<file path="src/rtl/spi_controller_if.sv">
// Request/response and SPI pin bundle for spi_controller.
// master: the controller itself; slave: the requester plus the far end of the SPI link.
interface spi_controller_if;
  logic       req_valid;
  logic       req_ready;
  logic       req_write;
  logic [6:0] req_addr;
  logic [7:0] req_data;
  logic       sclk;
  logic       copi;
  logic       ncs;
  logic       cipo;
  logic [7:0] rd_data;
  logic       busy;
  logic       done;

  modport master (
    input  req_valid, req_write, req_addr, req_data, cipo,
    output req_ready, sclk, copi, ncs, rd_data, busy, done
  );

  modport slave (
    output req_valid, req_write, req_addr, req_data, cipo,
    input  req_ready, sclk, copi, ncs, rd_data, busy, done
  );
endinterface

</file>
<file path="src/rtl/spi_controller.sv">
// SPI mode-0 controller: sends one 16-bit frame {rw, addr, data} MSB first
// with programmable setup/hold/gap timing and captures the last 8 CIPO bits.
module spi_controller #(
  parameter int unsigned CLK_DIV  = 4,
  parameter int unsigned CS_SETUP = 2,
  parameter int unsigned CS_HOLD  = 2,
  parameter int unsigned IDLE_GAP = 2
) (
  input  logic             clk,
  input  logic             rst_n,
  spi_controller_if.master bus
);

  generate
    if (CLK_DIV < 2) begin : g_bad_clk_div
      $error("spi_controller: CLK_DIV must be >= 2");
    end
    if (CS_SETUP < 1) begin : g_bad_cs_setup
      $error("spi_controller: CS_SETUP must be >= 1");
    end
    if (CS_HOLD < 1) begin : g_bad_cs_hold
      $error("spi_controller: CS_HOLD must be >= 1");
    end
    if (IDLE_GAP < 1) begin : g_bad_idle_gap
      $error("spi_controller: IDLE_GAP must be >= 1");
    end
  endgenerate

  localparam int unsigned MAX_A   = (CLK_DIV > CS_SETUP) ? CLK_DIV : CS_SETUP;
  localparam int unsigned MAX_B   = (CS_HOLD > IDLE_GAP) ? CS_HOLD : IDLE_GAP;
  localparam int unsigned MAX_ALL = (MAX_A > MAX_B) ? MAX_A : MAX_B;
  localparam int unsigned CNT_W   = $clog2(MAX_ALL + 1);

  // Phase counter is loaded with N-1 on entry and the phase ends when it reaches zero.
  localparam logic [CNT_W-1:0] LD_DIV   = CNT_W'(CLK_DIV - 1);
  localparam logic [CNT_W-1:0] LD_SETUP = CNT_W'(CS_SETUP - 1);
  localparam logic [CNT_W-1:0] LD_HOLD  = CNT_W'(CS_HOLD - 1);
  localparam logic [CNT_W-1:0] LD_GAP   = CNT_W'(IDLE_GAP - 1);

  typedef enum logic [2:0] {
    S_IDLE,
    S_SETUP,
    S_SHIFT,
    S_HOLD,
    S_GAP
  } state_t;

  state_t           r_state, w_state_nxt;
  logic [CNT_W-1:0] r_cnt, w_cnt_nxt;
  logic [3:0]       r_bit, w_bit_nxt;
  logic [15:0]      r_shift, w_shift_nxt;
  logic [7:0]       r_rx, w_rx_nxt;
  logic [7:0]       r_rd_data, w_rd_data_nxt;
  logic             r_sclk, w_sclk_nxt;
  logic             r_copi, w_copi_nxt;
  logic             r_ncs, w_ncs_nxt;
  logic             r_busy, w_busy_nxt;
  logic             r_done, w_done_nxt;
  logic             r_ready, w_ready_nxt;
  logic             w_cnt_zero;

  assign w_cnt_zero = (r_cnt == '0);

  always_comb begin
    w_state_nxt   = r_state;
    w_cnt_nxt     = r_cnt;
    w_bit_nxt     = r_bit;
    w_shift_nxt   = r_shift;
    w_rx_nxt      = r_rx;
    w_rd_data_nxt = r_rd_data;
    w_sclk_nxt    = r_sclk;
    w_copi_nxt    = r_copi;
    w_ncs_nxt     = r_ncs;
    w_busy_nxt    = r_busy;
    w_done_nxt    = 1'b0;

    case (r_state)
      S_IDLE: begin
        if (bus.req_valid && r_ready) begin
          w_state_nxt = S_SETUP;
          w_cnt_nxt   = LD_SETUP;
          w_bit_nxt   = '0;
          w_shift_nxt = {bus.req_write, bus.req_addr, bus.req_data};
          w_copi_nxt  = bus.req_write;
          w_ncs_nxt   = 1'b0;
          w_sclk_nxt  = 1'b0;
          w_busy_nxt  = 1'b1;
        end
      end

      S_SETUP: begin
        if (w_cnt_zero) begin
          w_state_nxt = S_SHIFT;
          w_sclk_nxt  = 1'b1;
          w_cnt_nxt   = LD_DIV;
          w_rx_nxt    = {r_rx[6:0], bus.cipo};
        end else begin
          w_cnt_nxt = r_cnt - 1'b1;
        end
      end

      S_SHIFT: begin
        if (!w_cnt_zero) begin
          w_cnt_nxt = r_cnt - 1'b1;
        end else if (r_sclk) begin
          w_sclk_nxt = 1'b0;
          if (r_bit == 4'd15) begin
            // Last high half: copi keeps bit 0 through HOLD.
            w_state_nxt = S_HOLD;
            w_cnt_nxt   = LD_HOLD;
            w_bit_nxt   = '0;
          end else begin
            w_cnt_nxt   = LD_DIV;
            w_shift_nxt = {r_shift[14:0], 1'b0};
            w_copi_nxt  = r_shift[14];
            w_bit_nxt   = r_bit + 1'b1;
          end
        end else begin
          w_sclk_nxt = 1'b1;
          w_cnt_nxt  = LD_DIV;
          w_rx_nxt   = {r_rx[6:0], bus.cipo};
        end
      end

      S_HOLD: begin
        if (w_cnt_zero) begin
          w_state_nxt   = S_GAP;
          w_cnt_nxt     = LD_GAP;
          w_ncs_nxt     = 1'b1;
          w_copi_nxt    = 1'b0;
          w_done_nxt    = 1'b1;
          w_rd_data_nxt = r_rx;
        end else begin
          w_cnt_nxt = r_cnt - 1'b1;
        end
      end

      S_GAP: begin
        if (w_cnt_zero) begin
          w_state_nxt = S_IDLE;
          w_busy_nxt  = 1'b0;
        end else begin
          w_cnt_nxt = r_cnt - 1'b1;
        end
      end

      default: begin
        w_state_nxt = S_IDLE;
        w_ncs_nxt   = 1'b1;
        w_sclk_nxt  = 1'b0;
        w_copi_nxt  = 1'b0;
        w_busy_nxt  = 1'b0;
      end
    endcase

    w_ready_nxt = (w_state_nxt == S_IDLE);
  end

  always_ff @(posedge clk or negedge rst_n) begin
    if (!rst_n) begin
      r_state   <= S_IDLE;
      r_cnt     <= '0;
      r_bit     <= '0;
      r_shift   <= '0;
      r_rx      <= '0;
      r_rd_data <= '0;
      r_sclk    <= 1'b0;
      r_copi    <= 1'b0;
      r_ncs     <= 1'b1;
      r_busy    <= 1'b0;
      r_done    <= 1'b0;
      r_ready   <= 1'b1;
    end else begin
      r_state   <= w_state_nxt;
      r_cnt     <= w_cnt_nxt;
      r_bit     <= w_bit_nxt;
      r_shift   <= w_shift_nxt;
      r_rx      <= w_rx_nxt;
      r_rd_data <= w_rd_data_nxt;
      r_sclk    <= w_sclk_nxt;
      r_copi    <= w_copi_nxt;
      r_ncs     <= w_ncs_nxt;
      r_busy    <= w_busy_nxt;
      r_done    <= w_done_nxt;
      r_ready   <= w_ready_nxt;
    end
  end

  assign bus.req_ready = r_ready;
  assign bus.sclk      = r_sclk;
  assign bus.copi      = r_copi;
  assign bus.ncs       = r_ncs;
  assign bus.rd_data   = r_rd_data;
  assign bus.busy      = r_busy;
  assign bus.done      = r_done;

endmodule
</file>
<file path="src/flat_wrapper.sv">
// flat-port wrapper written by rule: the top's interface ports become plain ports
module spi_controller_flat 
#(
  parameter int unsigned CLK_DIV  = 4,
  parameter int unsigned CS_SETUP = 2,
  parameter int unsigned CS_HOLD  = 2,
  parameter int unsigned IDLE_GAP = 2
)
  (clk, rst_n, bus_req_valid, bus_req_write, bus_req_addr, bus_req_data, bus_cipo, bus_req_ready, bus_sclk, bus_copi, bus_ncs, bus_rd_data, bus_busy, bus_done);
  spi_controller_if bus_i ();
  input  logic clk;
  input  logic rst_n;
  input wire logic [$bits(bus_i.req_valid)-1:0] bus_req_valid;
  input wire logic [$bits(bus_i.req_write)-1:0] bus_req_write;
  input wire logic [$bits(bus_i.req_addr)-1:0] bus_req_addr;
  input wire logic [$bits(bus_i.req_data)-1:0] bus_req_data;
  input wire logic [$bits(bus_i.cipo)-1:0] bus_cipo;
  output wire logic [$bits(bus_i.req_ready)-1:0] bus_req_ready;
  output wire logic [$bits(bus_i.sclk)-1:0] bus_sclk;
  output wire logic [$bits(bus_i.copi)-1:0] bus_copi;
  output wire logic [$bits(bus_i.ncs)-1:0] bus_ncs;
  output wire logic [$bits(bus_i.rd_data)-1:0] bus_rd_data;
  output wire logic [$bits(bus_i.busy)-1:0] bus_busy;
  output wire logic [$bits(bus_i.done)-1:0] bus_done;
  assign bus_i.req_valid = bus_req_valid;
  assign bus_i.req_write = bus_req_write;
  assign bus_i.req_addr = bus_req_addr;
  assign bus_i.req_data = bus_req_data;
  assign bus_i.cipo = bus_cipo;
  assign bus_req_ready = bus_i.req_ready;
  assign bus_sclk = bus_i.sclk;
  assign bus_copi = bus_i.copi;
  assign bus_ncs = bus_i.ncs;
  assign bus_rd_data = bus_i.rd_data;
  assign bus_busy = bus_i.busy;
  assign bus_done = bus_i.done;
  spi_controller #(.CLK_DIV(CLK_DIV), .CS_SETUP(CS_SETUP), .CS_HOLD(CS_HOLD), .IDLE_GAP(IDLE_GAP)) u_core (.clk(clk), .rst_n(rst_n), .bus(bus_i));
endmodule
</file>
<file path="config.mk">
export PLATFORM = sky130hd
export DESIGN_NAME = spi_controller_flat
export DESIGN_NICKNAME = d
export VERILOG_FILES = /design/src/rtl/spi_controller_if.sv /design/src/rtl/spi_controller.sv /design/src/flat_wrapper.sv
export SDC_FILE = /design/constraint.sdc
export NUM_CORES = 1
export LEC_CHECK = 0
export ABC_AREA = 1
export CAP_MARGIN = 20
export CORE_UTILIZATION = 60
export CTS_BUF_LIST = sky130_fd_sc_hd__clkbuf_2
export DETAILED_ROUTE_END_ITERATION = 7
export PLACE_DENSITY = 0.86
export SLEW_MARGIN = 10
export SYNTH_ARGS = -nofsm -noshare
export SYNTH_HDL_FRONTEND = slang
export SYNTH_SLANG_ARGS = --single-unit
</file>
<file path="constraint.sdc">
create_clock -name clk -period 4.6 [get_ports clk]
set_input_delay 1.38 -clock clk [delete_from_list [all_inputs] [get_ports clk]]
set_output_delay 1.38 -clock clk [all_outputs]
set_load 0.01 [all_outputs]
</file>
# After elaboration in Yosys (flattened, before gate mapping)
# Index checks and enable logic that the tools add are counted.
# word_totals
latch_bits	0
register_bits	47
romBits	0
input_bits	20
elab_cells	98
mem_count	0
ram_bits	0
output_inout_bits	14
# op_classes
n_mux	46
n_reduce_logical	20
addsub	2
n_div	0
order_cmp	0
n_bitwise	4
shift	0
mul	0
n_eq_ne	14
# op_table
cell	count
$mux 15	4
$mux 3	12
$pmux 15 s2	1
$pmux 3 s5	2
$mux 8	3
$mux 4	4
$pmux 8 s2	1
$mux 1	12
$ne 2x1->1 const B	6
$reduce_and 4->1	3
$logic_not 3->1	3
$reduce_and 3->1	3
$pmux 1 s4	2
$pmux 4 s2	1
$eq 3x2->1 const B	2
$ne 2x2->1 const B	3
$pmux 1 s3	2
$reduce_and 6->1	1
$reduce_or 3->1	2
$reduce_and 5->1	1
$reduce_bool 5->1	1
$add 4x1->4 const B	1
$eq 4x4->1 const B	1
$mux 2	2
8 further kinds	13

# Longest topological paths before layout
# Gate-level depths: netlist (run 1).
# logic_depth
ltp_word	6
mapped_depth	11

# Worst setup path before layout (run 1)
# Ideal clock, no wire load.
# synth_path
path_kind	input port to flip-flop
startpoint	input bus_req_valid
endpoint	register u_core.r_shift[5]
arrival_time_ps	2069
t_required_ps	4524
slack_ps	2455
cell_stages	7
path_cell_list	nand2_1 > a21oi_2 > nand2_2 > nor2_4 > buf_4 > nand2_1 > o21ai_1
# synth_between
elab_chain_len	3
# synth_rtl
element	line_no	source
start: declaration	flat_wrapper.sv:13	input wire logic [$bits(bus_i.req_valid)-1:0] bus_req_valid;
$logic_and 1x1->1	spi_controller.sv:79	if (bus.req_valid && r_ready) begin
$ne 2x1->1 (no line)	--	
$reduce_and 5->1 (no line)	--	
end signal: assignment	spi_controller.sv:177	r_shift <= w_shift_nxt;
end: declaration	spi_controller.sv:51	logic [15:0] r_shift, w_shift_nxt;
# No other way between the ends.
# A chain may end at the register's enable or synchronous reset.

# Worst setup path after layout (run 1)
# layout_path
startpoint	register u_core.r_ready, in the netlist u_core.bus.req_ready
endpoint	output bus_req_ready
# layout_rtl
element	line_no	source
start: declaration	spi_controller.sv:59	logic r_ready, w_ready_nxt;
start signal: assignment	spi_controller.sv:185	r_ready <= w_ready_nxt;
end: declaration	flat_wrapper.sv:18	output wire logic [$bits(bus_i.req_ready)-1:0] bus_req_ready;
# No word-level cell between the ends.

==> results of run 1 <==
[kinds of logic (layout without fill, tap and decap cells)]
| logic type | after synthesis | in the layout |
|---|---|---|
| buf+inv | 50 | 84 |
| fa+ha+maj | 3 | 3 |
| compound gates | 64 | 64 |
| flops | 47 | 47 |
| simple gates | 119 | 119 |
| xor+xnor | 1 | 1 |
[final timing paths]
check | from | to | slack, ns
max | u_core.bus.req_ready | bus_req_ready | 1.70
min | u_core.r_cnt[1] | u_core.r_cnt[1] | 0.52
max reg2reg | u_core.r_state[2] | u_core.r_rx[6] | 2.45
min reg2reg | u_core.r_cnt[1] | u_core.r_cnt[1] | 0.52
max in group asynchronous | rst_n | u_core.bus.ncs | 3.17
min in group asynchronous | rst_n | u_core.r_shift[10] | 0.84
[through the flow]
step	util (%)	total power, W	std cells	area (sq um)	worst slack (ns)
4_1_cts	72.49	0.0006228	365	2654	1.683
6_report	73.03	0.0006194	366	2674	1.705
3_3_place_gp	71.26	0.0004528	357	2609	1.658
5_1_grt	73.03	0.0006441	366	2674	1.648
3_5_place_dp	71.26	0.0004534	357	2609	1.570
2_1_floorplan	-	0.0004285	284	2280	2.455
[layer usage]
layer,global-route usage [%],up-vias,wire length [um]
li1,-,960,-
met1,32.21,825,2224
met2,34.97,37,1818
met3,4.348,9,187
met4,12.50,0,87
met5,0,-,0
[worst register-to-register path, delay by kind of cell, from the launching register on]
family | cells | cell delay, ns
and+or+nand+nor | 2 | 0.60
DFF | 1 | 0.50
AOI/OAI and AO/OA | 2 | 0.87
buffers and inverters | 1 | 0.15
[area by class of cell]
cell class / instances / area, sq um / area share (%)
Sequential cell: 47 / 1179 / 44.08
Multi-Input combinational cell: 187 / 887.1 / 33.18
Timing Repair Buffer: 34 / 345.3 / 12.92
Inverter: 42 / 157.7 / 5.896
Tap cell: 48 / 60.06 / 2.246
Clock buffer: 5 / 25.02 / 0.9359
Clock inverter: 3 / 20.02 / 0.7487
[power by group through the flow]
stage | clock (W) | sequential [W] | combinational, W
after CTS | 0.000176 | 0.000418 | 0.0000285
after floorplan | 0 | 0.000425 | 0.00000364
after global routing | 0.000192 | 0.000419 | 0.0000334
after global placement | 0 | 0.000425 | 0.0000278
after detailed placement | 0 | 0.000425 | 0.0000283
final | 0.000171 | 0.000418 | 0.0000297
[sequential cells by signal, indices dropped and copies added (netlist names)]
name	flops
u_core.r_state	3
u_core.r_shift	15
u_core.bus.req_ready	1
u_core.r_rx	8
u_core.r_bit	4
u_core.bus.ncs	1
u_core.bus.rd_data	8
u_core.r_cnt	3
u_core.bus.sclk	1
u_core.bus.busy	1
u_core.bus.copi	1
u_core.bus.done	1
[layout by cell type (no fill, tap or decap), types with 2 or more instances in the layout]
cell,count
sky130_fd_sc_hd__nand2_1,84
sky130_fd_sc_hd__clkdlybuf4s50_1,32
sky130_fd_sc_hd__dfrtp_1,45
sky130_fd_sc_hd__inv_1,37
sky130_fd_sc_hd__nand3_1,17
sky130_fd_sc_hd__nor2_2,3
sky130_fd_sc_hd__o21ai_0,24
sky130_fd_sc_hd__clkbuf_2,5
sky130_fd_sc_hd__nor2_4,2
sky130_fd_sc_hd__o21ai_1,33
sky130_fd_sc_hd__nor2_1,8
sky130_fd_sc_hd__dfstp_2,2
sky130_fd_sc_hd__inv_2,5
sky130_fd_sc_hd__nand2_2,3
sky130_fd_sc_hd__a21oi_1,4
sky130_fd_sc_hd__ha_1,3
==> results.txt, run 1 <==
The internal portion of the total power is 0.0004702 W. The count of flip-flops with a built-in enable after synthesis is 0. The shortest clock period the worst path allows after layout came out at 2.895 ns.

The tree built by TritonCTS fans out to 47 sinks. Of the total power, registers draw 67.5%. The worst-case hold slack came out at 0.5176 ns. The starting utilization of the core area is 62.27%. The share of the synthesized area in the top cell type is 49.40%. The synthesized netlist devotes approximately 22% of its cell area to simple gates.

The capturing element type of the critical path is an output port. The first global-routing pass estimated 7.272 mm of wire. Hold repair after CTS inserted 0 buffers. The length in cells of the worst reg-to-reg path is 5. The number of antenna violations at the first check in global routing came to 0. The switching component of the power is 0.0001492 W. The switching portion of total power is 24.09%. At the end of routability-driven placement, the weighted congestion stood at 0.9299.

The detailed-router iteration count before antenna repair is 4. The area growth from synthesis to layout is 17.29%. Setup violations remaining at the end of the flow were counted as 0. The clock insertion delay at the later pin of the skew report is 0.43 ns. The count of final hold-check violations came out at 0. The number of buffer cells added on primary ports is 33. Detailed routing inserted a total of 1,831 vias.

During synthesis, Yosys emitted a total of 0 warnings. The clock root buffer is sky130_fd_sc_hd__clkbuf_2. The mean area per synthesized cell is 8.027 sq um.

The worst setup skew after layout came out at 0.02199 ns. The number of filler instances in the final layout is 299. The detailed router finished its first iteration with roughly 130 violations.

The area share of fa/ha/maj cells after synthesis came out at 1.647%. The post-synthesis cell count came out at 284. STA classifies the critical path startpoint as a flip-flop.

The share of layout cells above drive strength 1 is roughly 8.5%. Yosys attributes the largest share of cell area to sky130_fd_sc_hd__dfrtp_1, sky130_fd_sc_hd__nand2_1, sky130_fd_sc_hd__o21ai_1. The combinational share of power came out at 4.8%. The total count of max-transition violations in the final report came out at 0.

The mux share of post-synthesis cell area is 0%. The compound-cell area share of the yosys netlist came out at 14.65%. The most common cell in the synthesized netlist is sky130_fd_sc_hd__nand2_1. Counting along the longest clock path gives a buffer depth of 2.

The relative slew slack came out at 53.94%. The final layout net count came out at 340. In the final timing run, aggregate negative setup slack is 0 ns. Summing every instance area after synthesis gives ~2300 sq um. Across the run, the number of max-cap violations was 0. The vertical extent of the die came out at 63.64 um. The floorplan step defined a die boundary enclosing ~4000 sq um. In this run, synthesis produced a sequential element count of 47. Among cell families on the critical path, the largest total delay comes from flip-flops. The data required time of the critical path came out at 3.22 ns. The kind of critical path is reg -> out.

The maximum fanout along the worst path is 2. The maximum achievable frequency came out at ~0.35 GHz. The boundary pin count came out at 34. The DRC violation count after routing is 0. The cell type of the slowest stage on the worst timing path is sky130_fd_sc_hd__dfstp_2. Counting instances in the post-synthesis netlist gives the leading cell types as sky130_fd_sc_hd__nand2_1, sky130_fd_sc_hd__dfrtp_1, sky130_fd_sc_hd__inv_1, sky130_fd_sc_hd__o21ai_1, sky130_fd_sc_hd__o21ai_0. The count of distinct cell types in the synthesized netlist is 24. TritonCTS built the clock tree. The stage delay of the slowest cell on the critical path came out at 0.58 ns.

The sequential-to-total area share from yosys stat came out at 51.70%. The cell type with the highest aggregate area in the netlist is sky130_fd_sc_hd__dfrtp_1. The net count after synthesis is 307. The width of the die came out at 63.64 um. The via count of the first global-routing pass is 1,650. The number of CTS-inserted buffers came out at 5. Setup repair after global routing left no endpoint under its margin. The share of the clock period used by the worst path after layout is 62.95%. The total length of routed wires came out at between 4 and 5 mm.

The count of buffering cells on the critical path with inverters included came out at 1. The clock tree synthesis step divided the H-tree into 2 levels. Entering global routing, the biggest net connects 48 pins. The number of diodes is 0. Summed over all cells, the static leakage comes to 1.388 nW. The pin slew with the least headroom to its limit is 0.6889 ns. IR analysis of the VDD net gives a maximum drop of between 0.0002 and 0.00025 V. The arrival time at the worst endpoint came out at 1.52 ns. The part of the power in the clock network is 27.7%. The worst hold path was traced through 2 stages.

The number of core rows is 22. Dividing total power by cell area gives a power density of 231.7 nW/um^2. The routed wire length per instance came out at 11.80 um. The post-CTS resize count came out at 0.

Of all flip-flops after synthesis, the portion carrying an async set or reset was 100.0%. The number of antenna-violating nets in the routed design came out at 0. The xor-xnor portion of the synthesized cell area came out at 0.3842%.

The min-delay analysis places its worst path in the category reg -> reg. The overall overflow remaining after global route is 0. Among all flip-flop cells after synthesis, the most frequent one is sky130_fd_sc_hd__dfrtp_1. After synthesis, the largest family of logic cells by area is simple AND/OR/NAND/NOR gates. The total stage count of the critical path came out at 1. The placeable core region is between 3000 and 4000 sq um. The clock input transition at the sequential cells of the worst setup and hold paths is 0.22 ns. The detailed-route vias per instance came out at 5.003. The total half-perimeter wirelength after legalization and detailed placement is 2.920 mm. The post-CTS setup-driven buffer insertion count came out at 0. The flow ran to the end, and the final reports show no timing, DRC or antenna violations. The signal on the critical path passes through clkdlybuf4s50_1. In the global route stage, overall resource usage came out at a little under a quarter.
Note: power is estimated with default switching activity, not from simulation.
==> run 2: changes to the inputs <==
--- a/config.mk
+++ b/config.mk
@@ -7,10 +7,10 @@
 export LEC_CHECK = 0
 export ABC_AREA = 1
 export CAP_MARGIN = 20
-export CORE_UTILIZATION = 60
+export CORE_UTILIZATION = 50
 export CTS_BUF_LIST = sky130_fd_sc_hd__clkbuf_2
 export DETAILED_ROUTE_END_ITERATION = 7
-export PLACE_DENSITY = 0.86
+export PLACE_DENSITY = 0.77
 export SLEW_MARGIN = 10
 export SYNTH_ARGS = -nofsm -noshare
 export SYNTH_HDL_FRONTEND = slang
==> constraint.sdc (replaced) <==
create_clock -name clk -period 2.3 [get_ports clk]
set_input_delay 0.69 -clock clk [delete_from_list [all_inputs] [get_ports clk]]
set_output_delay 0.69 -clock clk [all_outputs]
set_load 0.01 [all_outputs]
==> results.txt, run 2 (same netlist as run 1, synthesis figures left out) <==
The number of core rows came to 24 (+9.1%). The first-pass GRT wire length is 7.976 mm (+9.7%). The stage delay of the slowest cell on the critical path is 0.57 ns (about the same).

The signal on the critical path passes through clkdlybuf4s50_1. The detailed-route vias per instance is 5.008 (+0.11%). The critical path is of the reg -> out type. The standby leakage power is 1.424 nW (+2.6%).

The maximum fanout along the worst path is 5 (+3). The maximum vdd ir drop is 0.0002979 V (+35%). The total global-route track usage is 20.69% (-2.7 points). The vertical extent of the die is 69.53 um (+9.2%). The data required time of the critical path came out at 1.61 ns (-1.61 ns). The worst setup skew after layout came out at 0.03013 ns (+0.008140 ns).

The number of antenna violations at the first check in global routing came out at 0 (unchanged). The total of max-cap violations came to 0 (unchanged). The part of the total power dissipated in sequential elements came to 68.6% (+1.1 points). The total length of routed wires is 4.454 mm (+3.1%). STA classifies the critical path endpoint as an output port. The initial detailed-routing violation count came to 112 (-16%). The number of diodes came out at 0 (unchanged). The final layout net count is 342 (+0.59%).

The via count of the first global-routing pass is 1,852 (+12%). The count of final hold-check violations came out at 0 (unchanged). The post-CTS setup-driven buffer insertion count was 0 (unchanged). The number of flip-flops under the largest register name is 15 (unchanged). Leaving out fill and tap cells, the most frequent cells in the layout are sky130_fd_sc_hd__nand2_1, sky130_fd_sc_hd__dfrtp_1, sky130_fd_sc_hd__inv_1. The combinational share of power came to 4.9% (about the same).

The internal power consumption is 0.0009401 W (+100%). The worst setup path is launched from a flip-flop. Setup repair after global routing left no endpoint under its margin.

The hold-fix buffer count after cts was 0 (unchanged). The width of the die is 69.53 um (+9.2%). Among cell families on the critical path, the largest total delay comes from buffers and inverters. The boundary pin count came out at 34 (unchanged). The share of layout cells above drive strength 1 was 8.750% (+0.26 points). The final non-filler cell total came out at 372 (+1.6%). The switching component of the power is 0.0002787 W (+87%).

The flow ran to the end, and the final reports show no timing, DRC or antenna violations. The placed instance count was 364 (+2.0%). The DRC violation count after routing came out at 0 (unchanged). The final setup violation count came out at 0 (unchanged).

The detailed-router iteration count before antenna repair is 4 (unchanged). The worst hold path belongs to the class in -> async. The setup TNS after final layout is 0 ns (unchanged).

The library cell used most frequently in the layout, excluding fill and tap cells, is sky130_fd_sc_hd__nand2_1. The shortest clock period the worst path allows after layout came out at about 2.1 ns. More flip-flops sit in one register than any other, and that register is u_core.r_shift. The full die area is 4834 sq um (+19%).

TritonCTS built the clock tree. The number of filler instances in the final layout is 385 (+29%). The arrival time at the worst endpoint came out at 1.45 ns (-0.07 ns). The number of buffer cells added on primary ports came out at 33 (unchanged). The clock sink count came to 47 (unchanged).

The total count of max-transition violations in the final report is 0 (unchanged). The switching portion of total power came to 22.87% (-1.2 points). The pin slew with the least headroom to its limit is 0.6536 ns (-0.03530 ns).

The overall overflow remaining after global route was 0 (unchanged). The clock input transition at the sequential cells of the worst setup and hold paths is 0.24 ns (+0.02 ns). The starting utilization of the core area came out at 52.36% (-9.9 points).

The placeable core region was 4354 sq um (+19%). The part of the power in the clock network came out at 26.5% (-1.2 points). The via count is 1,863 (+1.7%). The tree is rooted in a sky130_fd_sc_hd__clkbuf_2. The count of buffering cells on the critical path with inverters included was 1 (unchanged).

The power density over the cells came out at 450.8 nW/um^2 (+95%). The number of CTS-inserted buffers is 5 (unchanged). The number of buffers between clock root and the deepest sink is 2 (unchanged). The routability-driven placement congestion ratio is 0.8320 (-11%). The area growth from synthesis to layout is 18.61%.

The number of antenna-violating nets in the routed design came out at 0 (unchanged). The share of the clock period used by the worst path after layout came out at 92.83%. The relative slew slack is 56.30% (+2.4 points). For this design, the slowest cell found on the critical path is sky130_fd_sc_hd__clkdlybuf4s50_1. The total half-perimeter wirelength after legalization and detailed placement is 3.148 mm (+7.8%). The number of H-tree levels is 2 (unchanged). Derived from the worst setup path, the maximum achievable clock frequency is 0.4684 GHz. The routed wire length per instance is 11.97 um (+1.5%). The clock insertion delay at the later pin of the skew report is 0.43 ns (about the same). The largest net degree at the start of global routing is 31 (-35%).
==> run 2: what timing repair did <==
action,CTS,global route
gates resized for setup,0,2
hold endpoints to repair,0,0
endpoints found under the setup margin,0,2
==> run 2: layout make-up <==
type                    count  area, sq um  share of cell area [%]
inverters                  42        157.7                   5.831
repair buffers             36        377.9                   13.98
well taps                  52        65.06                   2.406
clock inverters             2        7.507                  0.2776
flip-flops and latches     47         1179                   43.59
clock buffers               6        30.03                   1.111
multi-input cells         187        887.1                   32.81
==> run 2: path summary, 6_finish.rpt <==
path | slack (ns) | end | startpoint | cells after the start
setup / recovery | 0.16 | bus_sclk | u_core.bus.sclk | 1
hold / removal | 0.20 | u_core.r_shift[2] | rst_n | 1
setup reg to reg | 0.48 | u_core.r_rx[4] | u_core.r_state[2] | 5
hold reg to reg | 0.51 | u_core.bus.rd_data[7] | u_core.r_rx[7] | 2
max in group asynchronous | 1.55 | u_core.bus.rd_data[2] | rst_n | 2
min in group clk | 0.51 | u_core.bus.rd_data[7] | u_core.r_rx[7] | 2
==> run 2: power groups by stage <==
stage	clock, W	sequential [W]	combinational (W)
global route	0.000381	0.000838	0.0000680
CTS	0.000337	0.000836	0.0000612
global placement	0	0.000850	0.0000602
floorplan	0	0.000850	0.00000729
finish	0.000323	0.000836	0.0000595
detailed placement	0	0.000850	0.0000606
==> run 2: layer usage <==
layer,share of wire (%),GRT usage (%)
met1,48,27.02
met2,45,32.15
met3,5.2,5.814
met4,1.7,9.297
met5,0,0
==> run 2: per-stage QoR <==
| stage | power [W] | setup WS, ns | utilization, % | hold slack, ns | cell area [sq um] |
|---|---|---|---|---|---|
| after floorplan | 0.0008570 | 0.7896 | - | 0.3944 | 2280 |
| after global placement | 0.0009102 | 0.2930 | 61.12 | 0.4686 | 2661 |
| after detailed placement | 0.0009107 | 0.2440 | 61.12 | 0.4659 | 2661 |
| after CTS | 0.001235 | 0.05427 | 61.98 | 0.2205 | 2699 |
| after global routing | 0.001287 | 0.05404 | 62.10 | 0.1964 | 2704 |
| final | 0.001219 | 0.1649 | 62.10 | 0.2010 | 2704 |
